**src/rtl/seven_seg_pkg.sv**
```systemverilog
// rtl/seven_seg_pkg.sv - shared types and glyph table for the seven-segment digit driver
package seven_seg_pkg;

    typedef enum logic {
        SHOW = 1'b0,
        GAP  = 1'b1
    } state_t;

    // Glyphs are stored active-high as {g,f,e,d,c,b,a}; polarity is applied by the decoder.
    localparam logic [6:0] SEG_OFF = 7'h00;

    localparam logic [15:0][6:0] HEX_GLYPH = {
        7'h71, 7'h79, 7'h5E, 7'h39,   // F E d C
        7'h7C, 7'h77, 7'h6F, 7'h7F,   // b A 9 8
        7'h07, 7'h7D, 7'h6D, 7'h66,   // 7 6 5 4
        7'h4F, 7'h5B, 7'h06, 7'h3F    // 3 2 1 0
    };

endpackage

```
**src/rtl/seven_seg_digit_driver_hex_to_seg.sv**
```systemverilog
// rtl/seven_seg_digit_driver_hex_to_seg.sv - combinational nibble to seven-segment glyph decoder
module hex_to_seg
    import seven_seg_pkg::*;
#(
    parameter bit ACTIVE_LOW = 1'b1
) (
    input  logic [3:0] nibble_i,
    input  logic       blank_i,
    output logic [6:0] seg_o
);

    logic [6:0] glyph;

    assign glyph = blank_i ? SEG_OFF : HEX_GLYPH[nibble_i];
    assign seg_o = ACTIVE_LOW ? ~glyph : glyph;

endmodule

```
**src/rtl/seven_seg_digit_driver.sv**
```systemverilog
// rtl/seven_seg_digit_driver.sv - 4-digit scan sequencer with frame-synchronous value update,
// inter-digit blanking gap and optional leading-zero suppression
module seven_seg_digit_driver
    import seven_seg_pkg::*;
#(
    parameter int SCAN_DIV       = 50000,
    parameter int BLANK_CYC      = 16,
    parameter bit SEG_ACTIVE_LOW = 1'b1
) (
    input  logic        clk,
    input  logic        rst_n,
    input  logic [15:0] in_data,
    input  logic [3:0]  in_dp,
    input  logic        in_valid,
    output logic        in_ready,
    input  logic        blank_lz,
    output logic [1:0]  sel,
    output logic [6:0]  seg,
    output logic        dp,
    output logic        frame_start
);

    localparam int MAXC = (SCAN_DIV > BLANK_CYC) ? SCAN_DIV : BLANK_CYC;
    localparam int CW   = (MAXC > 1) ? $clog2(MAXC) : 1;
    localparam logic [CW-1:0] SHOW_LAST = CW'(SCAN_DIV - 1);
    localparam logic [CW-1:0] GAP_LAST  = CW'(BLANK_CYC - 1);
    localparam logic [6:0]    SEG_IDLE  = SEG_ACTIVE_LOW ? ~SEG_OFF : SEG_OFF;

    state_t         state_q, state_d;
    logic [CW-1:0]  cnt_q, cnt_d;
    logic [1:0]     sel_q, sel_d;
    logic [15:0]    disp_q, disp_d;
    logic [3:0]     dpreg_q, dpreg_d;
    logic [19:0]    shadow_q, shadow_d;
    logic           pending_q, pending_d;
    logic [6:0]     seg_q, seg_d;
    logic           dp_q, dp_d;
    logic           frame_start_q, frame_start_d;

    logic           wrap;
    logic           accept;
    logic           lz_blank;
    logic [3:0]     nibble;
    logic [3:0]     shamt;

    always_comb begin
        state_d       = state_q;
        cnt_d         = cnt_q + CW'(1);
        sel_d         = sel_q;
        wrap          = 1'b0;
        disp_d        = disp_q;
        dpreg_d       = dpreg_q;
        shadow_d      = shadow_q;
        pending_d     = pending_q;

        case (state_q)
            SHOW: begin
                if (cnt_q == SHOW_LAST) begin
                    state_d = GAP;
                    cnt_d   = '0;
                    sel_d   = sel_q + 2'd1;
                    wrap    = (sel_q == 2'd3);
                end
            end
            GAP: begin
                if (cnt_q == GAP_LAST) begin
                    state_d = SHOW;
                    cnt_d   = '0;
                end
            end
            default: begin
                state_d = GAP;
                cnt_d   = '0;
            end
        endcase

        // Accept needs pending=0 and commit needs pending=1, so they never collide.
        accept = in_valid && !pending_q;
        if (wrap && pending_q) begin
            disp_d    = shadow_q[15:0];
            dpreg_d   = shadow_q[19:16];
            pending_d = 1'b0;
        end
        if (accept) begin
            shadow_d  = {in_dp, in_data};
            pending_d = 1'b1;
        end
        frame_start_d = wrap;
    end

    // Output pattern is derived from next-state values so seg/dp line up with sel.
    assign shamt    = {sel_d, 2'b00};
    assign nibble   = disp_d[shamt +: 4];
    assign lz_blank = blank_lz && (sel_d != 2'd0) && ((disp_d >> shamt) == 16'h0000);

    hex_to_seg #(
        .ACTIVE_LOW (SEG_ACTIVE_LOW)
    ) u_hex_to_seg (
        .nibble_i (nibble),
        .blank_i  ((state_d == GAP) || lz_blank),
        .seg_o    (seg_d)
    );

    assign dp_d = ((state_d == SHOW) && dpreg_d[sel_d]) ^ SEG_ACTIVE_LOW;

    always_ff @(posedge clk or negedge rst_n) begin
        if (!rst_n) begin
            state_q       <= GAP;
            cnt_q         <= '0;
            sel_q         <= 2'd0;
            disp_q        <= 16'h0000;
            dpreg_q       <= 4'h0;
            shadow_q      <= '0;
            pending_q     <= 1'b0;
            seg_q         <= SEG_IDLE;
            dp_q          <= SEG_ACTIVE_LOW;
            frame_start_q <= 1'b0;
        end else begin
            state_q       <= state_d;
            cnt_q         <= cnt_d;
            sel_q         <= sel_d;
            disp_q        <= disp_d;
            dpreg_q       <= dpreg_d;
            shadow_q      <= shadow_d;
            pending_q     <= pending_d;
            seg_q         <= seg_d;
            dp_q          <= dp_d;
            frame_start_q <= frame_start_d;
        end
    end

    assign in_ready    = !pending_q;
    assign sel         = sel_q;
    assign seg         = seg_q;
    assign dp          = dp_q;
    assign frame_start = frame_start_q;

endmodule

```
**config.mk**
```make
export PLATFORM = sky130hd
export DESIGN_NAME = seven_seg_digit_driver
export DESIGN_NICKNAME = d
export VERILOG_FILES = /design/src/rtl/seven_seg_pkg.sv /design/src/rtl/seven_seg_digit_driver_hex_to_seg.sv /design/src/rtl/seven_seg_digit_driver.sv
export SDC_FILE = /design/constraint.sdc
export NUM_CORES = 1
export LEC_CHECK = 0
export CORE_ASPECT_RATIO = 2
export CORE_MARGIN = 2
export CORE_UTILIZATION = 40
export DETAILED_ROUTE_END_ITERATION = 7
export REMOVE_ABC_BUFFERS = 1
export SYNTH_ARGS = -nofsm -noshare
export SYNTH_HDL_FRONTEND = slang
export SYNTH_HIERARCHICAL = 1
export SYNTH_SLANG_ARGS = --single-unit
```
**constraint.sdc**
```tcl
create_clock -name clk -period 10.1 [get_ports clk]
set_clock_uncertainty 0.05 [all_clocks]
set_input_delay 3.03 -clock clk [delete_from_list [all_inputs] [get_ports clk]]
set_output_delay 3.03 -clock clk [all_outputs]
set_load 0.05 [all_outputs]
```
==> impl_metrics.toml, run 1 <==
[global_routing]
grt-ovfl-total = 0
grt_pass1_vias = 2546
grt_usage_pct = 17.20
grt_max_degree = 70
grt_pass1_wl_um = 12530
antenna_found_initial = 0

[setup_path]
cp_num_buf_inv = 1
start_kind = "flop"
slowest_stage = "clkdlybuf4s50_1"
crit_path_end_kind = "output pin"
cpPeakStageDelay_ns = 0.94
arrival_ns = 2.12
required_ns = 7.02
cpLargestDelayFamily = "buffers and inverters"
setup.worst_path.class = "flop to output pin"
path_max_fanout = 18
cp_cell_sequence = "clkdlybuf4s50_1"

[yosys]
synth_ff_type = "dfrtp_1"
async_flop_share_pct = 100.0
synth.avg_cell_area_um2 = 11.21
synth-seq-cells = 69
syn_inst = 313
synth_area_um2 = 3508
synth-seq-area-share_pct = 49.54
synth.distinct_cells = 61
yosysWarningCount = 6
synth-edff-count = 0

[route]
drcViolationCount = 0
antenna_left = 0
drtIter0Drc = 113
wl_um = 7675
vias = 2471
drt_pass1_iterations = 4
vias_per_cell = 5.419
routedWlPerCell_um = 16.83

[floorplan]
core_um2 = 8588
die-area_um2 = 9581
fp-row-count = 48
ios = 36
die_h_um = 136.4
start_util_pct = 40.85
fp.dieW_um = 70.22

[timing]
period_needed_ns = 5.198
maxSlewViolCount = 0
slew_headroom_pct = 29.94
tightest_slew_ns = 1.046
rsz0062_at_grt = "false"
hold_viol_final = 0
clock.fmax_mhz = 192.4
setup_tns_ns = 0
setup_violations = 0
post-route-period-util_pct = 51.47

[clocking]
cts_made_buffers = 9
clk_pin_slew_ns = 0.05
cts-htree-levels = 3
cts_tree = "done"
post_cts_buffers = 0
holdBufCountCts = 0
clk_latency_ns = 0.33
root_buffer = "clkbuf_16"
numClockSinks = 69
cts-resized-gates = 0
clock_path_buffers = 2

[placed_design]
numPortBuffers = 35
gp_congestion = 0.8349
dp_hpwl_um = 5649

[worst_hold_path]
hold_class = "flop to flop"

[finish]
fin_nets = 383
drive_above_1_share_pct = 21.63
diodes = 0
areaGrowthSynthToFinish_pct = 20.72

[pwr]
powerDensity_nw_per_um2 = 147.4
power.total_mw = 0.6242
peakVddDrop_mv = 0.1026
p_leak_nw = 1.893

[run]
max-cap-violations = 0

[run_status]
status = "completed"
sequential cells by signal, indices dropped and copies added (netlist names):
name and flops:
shadow_q 20, dp 1, seg 7, pending_q 1
frame_start 1, dpreg_q 4, cnt_q 16, sel 2
state_q 1, disp_q 16
path summary, 6_finish.rpt:
| check | slack (ns) | endpoint | from | cells after the start |
|---|---|---|---|---|
| setup reg to reg | 6.09 | seg[3] | sel[0] | 11 |
| min in group asynchronous | 2.85 | cnt_q[2] | rst_n | 2 |
| setup / recovery | 4.90 | sel[0] | sel[0] | 1 |
| max in group asynchronous | 6.58 | disp_q[4] | rst_n | 2 |
| hold reg to reg | 0.41 | cnt_q[0] | cnt_q[0] | 1 |
| hold / removal | 0.41 | cnt_q[0] | cnt_q[0] | 1 |
cells by family (layout without fill, tap and decap cells):
logic type                 count (synthesis)  in the layout  share of synthesized area (%)
xor gates and xnor gates                  15             15                          4.280
AOI/OAI and AO/OA                         39             39                          7.882
muxes                                     43             43                          14.19
and+or+nand+nor                          119            119                          18.62
adders and majority gates                  8              8                          2.853
DFF                                       69             69                          49.54
buffers and inverters                     20             63                          2.639
final cells by class:
type	instances	area, µm²
Inverter	10	37.54
Clock inverter	4	47.55
Timing Repair Buffer	37	360.3
Tap cell	100	125.1
Sequential cell	69	1738
Fill cell	789	4353
Clock buffer	12	246.5
Multi-Input combinational cell	224	1680
power by group:
group / switching, mW / internal [mW]
combinational: 0.00905 / 0.0154
clock: 0.109 / 0.197
sequential: 0.00777 / 0.286
cell usage in the layout, fill, tap and decap left out, types with 2 or more instances in the layout:
cell type        count
o21bai_1             3
clkinv_2             2
ha_1                 8
nor3_2               2
nand2b_1             2
nor4_1               4
or3_1                2
dfrtp_1             60
and3_1               6
or2b_1               2
and3_2               2
a221o_1              2
a21oi_1              5
xnor2_1              5
nand2_1             37
or4_1                5
nor2b_1              4
mux2_2              31
mux2_4               3
o311ai_0             2
xor2_1               9
nand3_4              2
a311o_1              2
clkbuf_1             2
nor3_1               7
clkdlybuf4s50_1     34
dfstp_2              9
a211oi_1             2
inv_1                8
o21ai_0              9
buf_4                2
mux2i_1              7
nand3_1             11
nor2_1              21
clkbuf_16            9
o21ai_1              2
o211ai_1             2
nand4_1              3
cells in the mapped netlist (all sizes together), types with 5 or more instances:
master / instances / share of area [%]
dfrtp: 60 / 43
nand2: 38 / 4.1
mux2: 35 / 12
nor2: 23 / 3.0
nand3: 13 / 2.6
o21ai: 11 / 1.6
dfstp: 9 / 6.7
inv: 9 / 0.96
nor3: 9 / 1.6
xor2: 9 / 2.2
and3: 8 / 1.5
ha: 8 / 2.9
buf: 7 / 1.2
mux2i: 7 / 2.0
xnor2: 6 / 2.0
a21oi: 5 / 0.71
nor2b: 5 / 0.89
nor4: 5 / 1.3
or4: 5 / 1.1
metal layers:
metal	routed length, µm	vias up	share of wire, %	GRT usage, %
met5	0	-	0	0
met4	171	0	2.2	8.013
met3	161	11	2.1	3.336
met2	4470	33	58	31.97
met1	2871	1238	37	18.25
li1	-	1189	-	-
stage by stage:
step / std cells / util [%] / setup WS [ns] / instance area [µm²] / hold WS, ns
after floorplan: 303 / - / 5.558 / 3453 / 0.3829
after global routing: 456 / 49.32 / 4.825 / 4235 / 0.4360
final: 456 / 49.32 / 4.902 / 4235 / 0.4067
after CTS: 456 / 49.32 / 4.900 / 4235 / 0.4131
after global placement: 440 / 45.89 / 5.123 / 3941 / 0.3958
after detailed placement: 440 / 45.89 / 5.097 / 3941 / 0.4038
(Power assumes the default switching activity.)
==> run 2: changes to the inputs <==
- clock period: 10.1 -> 4.8 ns (I/O delays scaled with it)
==> impl_metrics.toml, run 2 (synthesis results as in run 1) <==
[global_routing]
antenna_found_initial = 0
grt_pass1_wl_um = 13410
grt_max_degree = 70
grt-ovfl-total = 0
grt_usage_pct = 18.51
grt_pass1_vias = 2649

[run]
max-cap-violations = 0

[finish]
final_common_cell = "dfrtp_1"
fin_nets = 384
final_core_util_pct = 49.26
largest_register_ffs = 20
drive_above_1_share_pct = 21.91
diodes = 0
top_register = "shadow_q"
largestRegisters = "shadow_q: 20 flops, cnt_q: 16 flops, disp_q: 16 flops"
areaGrowthSynthToFinish_pct = 20.58
final_area_um2 = 4230
final_cell_mix = "60 x dfrtp_1, 37 x nand2_1, 34 x clkdlybuf4s50_1, 31 x mux2_2, 21 x nor2_1"

[setup_path]
regToRegSetupSlack_ns = 0.92
path_max_fanout = 22
start_kind = "flop"
setup.worst_path.class = "flop to flop"
rr_startpoint = "cnt_q[0]"
r2r_cells = 12
crit_path_end_kind = "flop"
required_ns = 4.99
arrival_ns = 4.07
reg2reg_to = "seg[0]"

[route]
antenna_left = 0
drt_pass1_iterations = 4
wl_um = 8085
drcViolationCount = 0
vias = 2507
routedWlPerCell_um = 17.73
vias_per_cell = 5.498
drtIter0Drc = 103

[clocking]
clk_pin_slew_ns = 0.05
cts-resized-gates = 0
cts_made_buffers = 9
cts-htree-levels = 3
clock_path_buffers = 2
numClockSinks = 69
clk_latency_ns = 0.33
cts_tree = "done"
holdBufCountCts = 0
root_buffer = "clkbuf_16"
post_cts_buffers = 0

[pwr]
powerDensity_nw_per_um2 = 307.3
power.total_mw = 1.300
peakVddDrop_mv = 0.1972
p_leak_nw = 1.894

[floorplan]
fp.dieW_um = 70.22
fp-row-count = 48
die-area_um2 = 9581
core_um2 = 8588
ios = 36
die_h_um = 136.4
start_util_pct = 40.85

[timing]
tightest_slew_ns = 1.025
period_needed_ns = 3.883
post-route-period-util_pct = 80.90
rsz0062_at_grt = "false"
hold_viol_final = 0
setup_tns_ns = 0
maxSlewViolCount = 0
slew_headroom_pct = 31.39
setup_violations = 0
whs_ns = 0.4165
clock.fmax_mhz = 257.5

[worst_hold_path]
worstHoldPathCells = 1
hold_path_startpoint = "cnt_q[0]"
hold_class = "flop to flop"
holdPathEnd = "cnt_q[0]"

[placed_design]
dp_hpwl_um = 5979
numPortBuffers = 35
gp_congestion = 0.8571
placed_area_um2 = 3949

[run_status]
status = "completed"
==> run 2: changes by cell type in the layout (fill, tap and decap cells not counted), sizes merged <==
cell    before  now
clkinv       3    4
buf          3    4
clkbuf      12   10
==> run 2: per-stage QoR <==
step	std cells	setup slack [ns]
floorplan	303	0.5166
global placement	441	1.074
detailed placement	441	0.9404
CTS	456	0.9262
global route	456	0.6943
finish	456	0.9168
==> run 2: layout make-up <==
type | count | area, µm²
Clock buffer | 10 | 229.0
Clock inverter | 5 | 52.55
Fill cell | 817 | 4358
Inverter | 10 | 37.54
Multi-Input combinational cell | 224 | 1680
Sequential cell | 69 | 1738
Tap cell | 100 | 125.1
Timing Repair Buffer | 38 | 367.9
==> run 2: worst max path at each step <==
stage                  start  cells past startpoint     end  slack (ns)
finish              cnt_q[0]                     12  seg[0]        0.92
global route        cnt_q[0]                     12  seg[0]        0.69
CTS                 cnt_q[0]                     12  seg[0]        0.93
detailed placement  cnt_q[0]                     12  seg[0]        0.94
global placement    cnt_q[0]                     12  seg[0]        1.07
floorplan             sel[0]                     10  seg[0]        0.52
==> run 2: worst max-delay path, cell delays in order (launching register included) <==
cell and delay [ns]:
dfrtp_1 0.37, ha_1 0.18, and3_1 0.34, nand3_4 0.17
nor3_2 0.20, buf_4 0.30, mux2_2 0.39, mux2_4 0.26
mux2_4 0.34, or4_1 0.52, o21bai_1 0.43, inv_1 0.12
o311ai_1 0.10
==> run 2: layer usage <==
layer / track usage [%] / part of all wire, % / vias up
met5: 0 / 0 / -
met4: 9.188 / 3.1 / 0
met3: 4.670 / 2.8 / 20
met2: 34.43 / 58 / 52
met1: 18.67 / 36 / 1238
li1: - / - / 1197
==> run 2: report_power, final <==
group | internal [mW] | total [mW] | switching [mW]
clock | 0.396 | 0.628 | 0.233
combinational | 0.0323 | 0.0511 | 0.0188
sequential | 0.602 | 0.620 | 0.0180
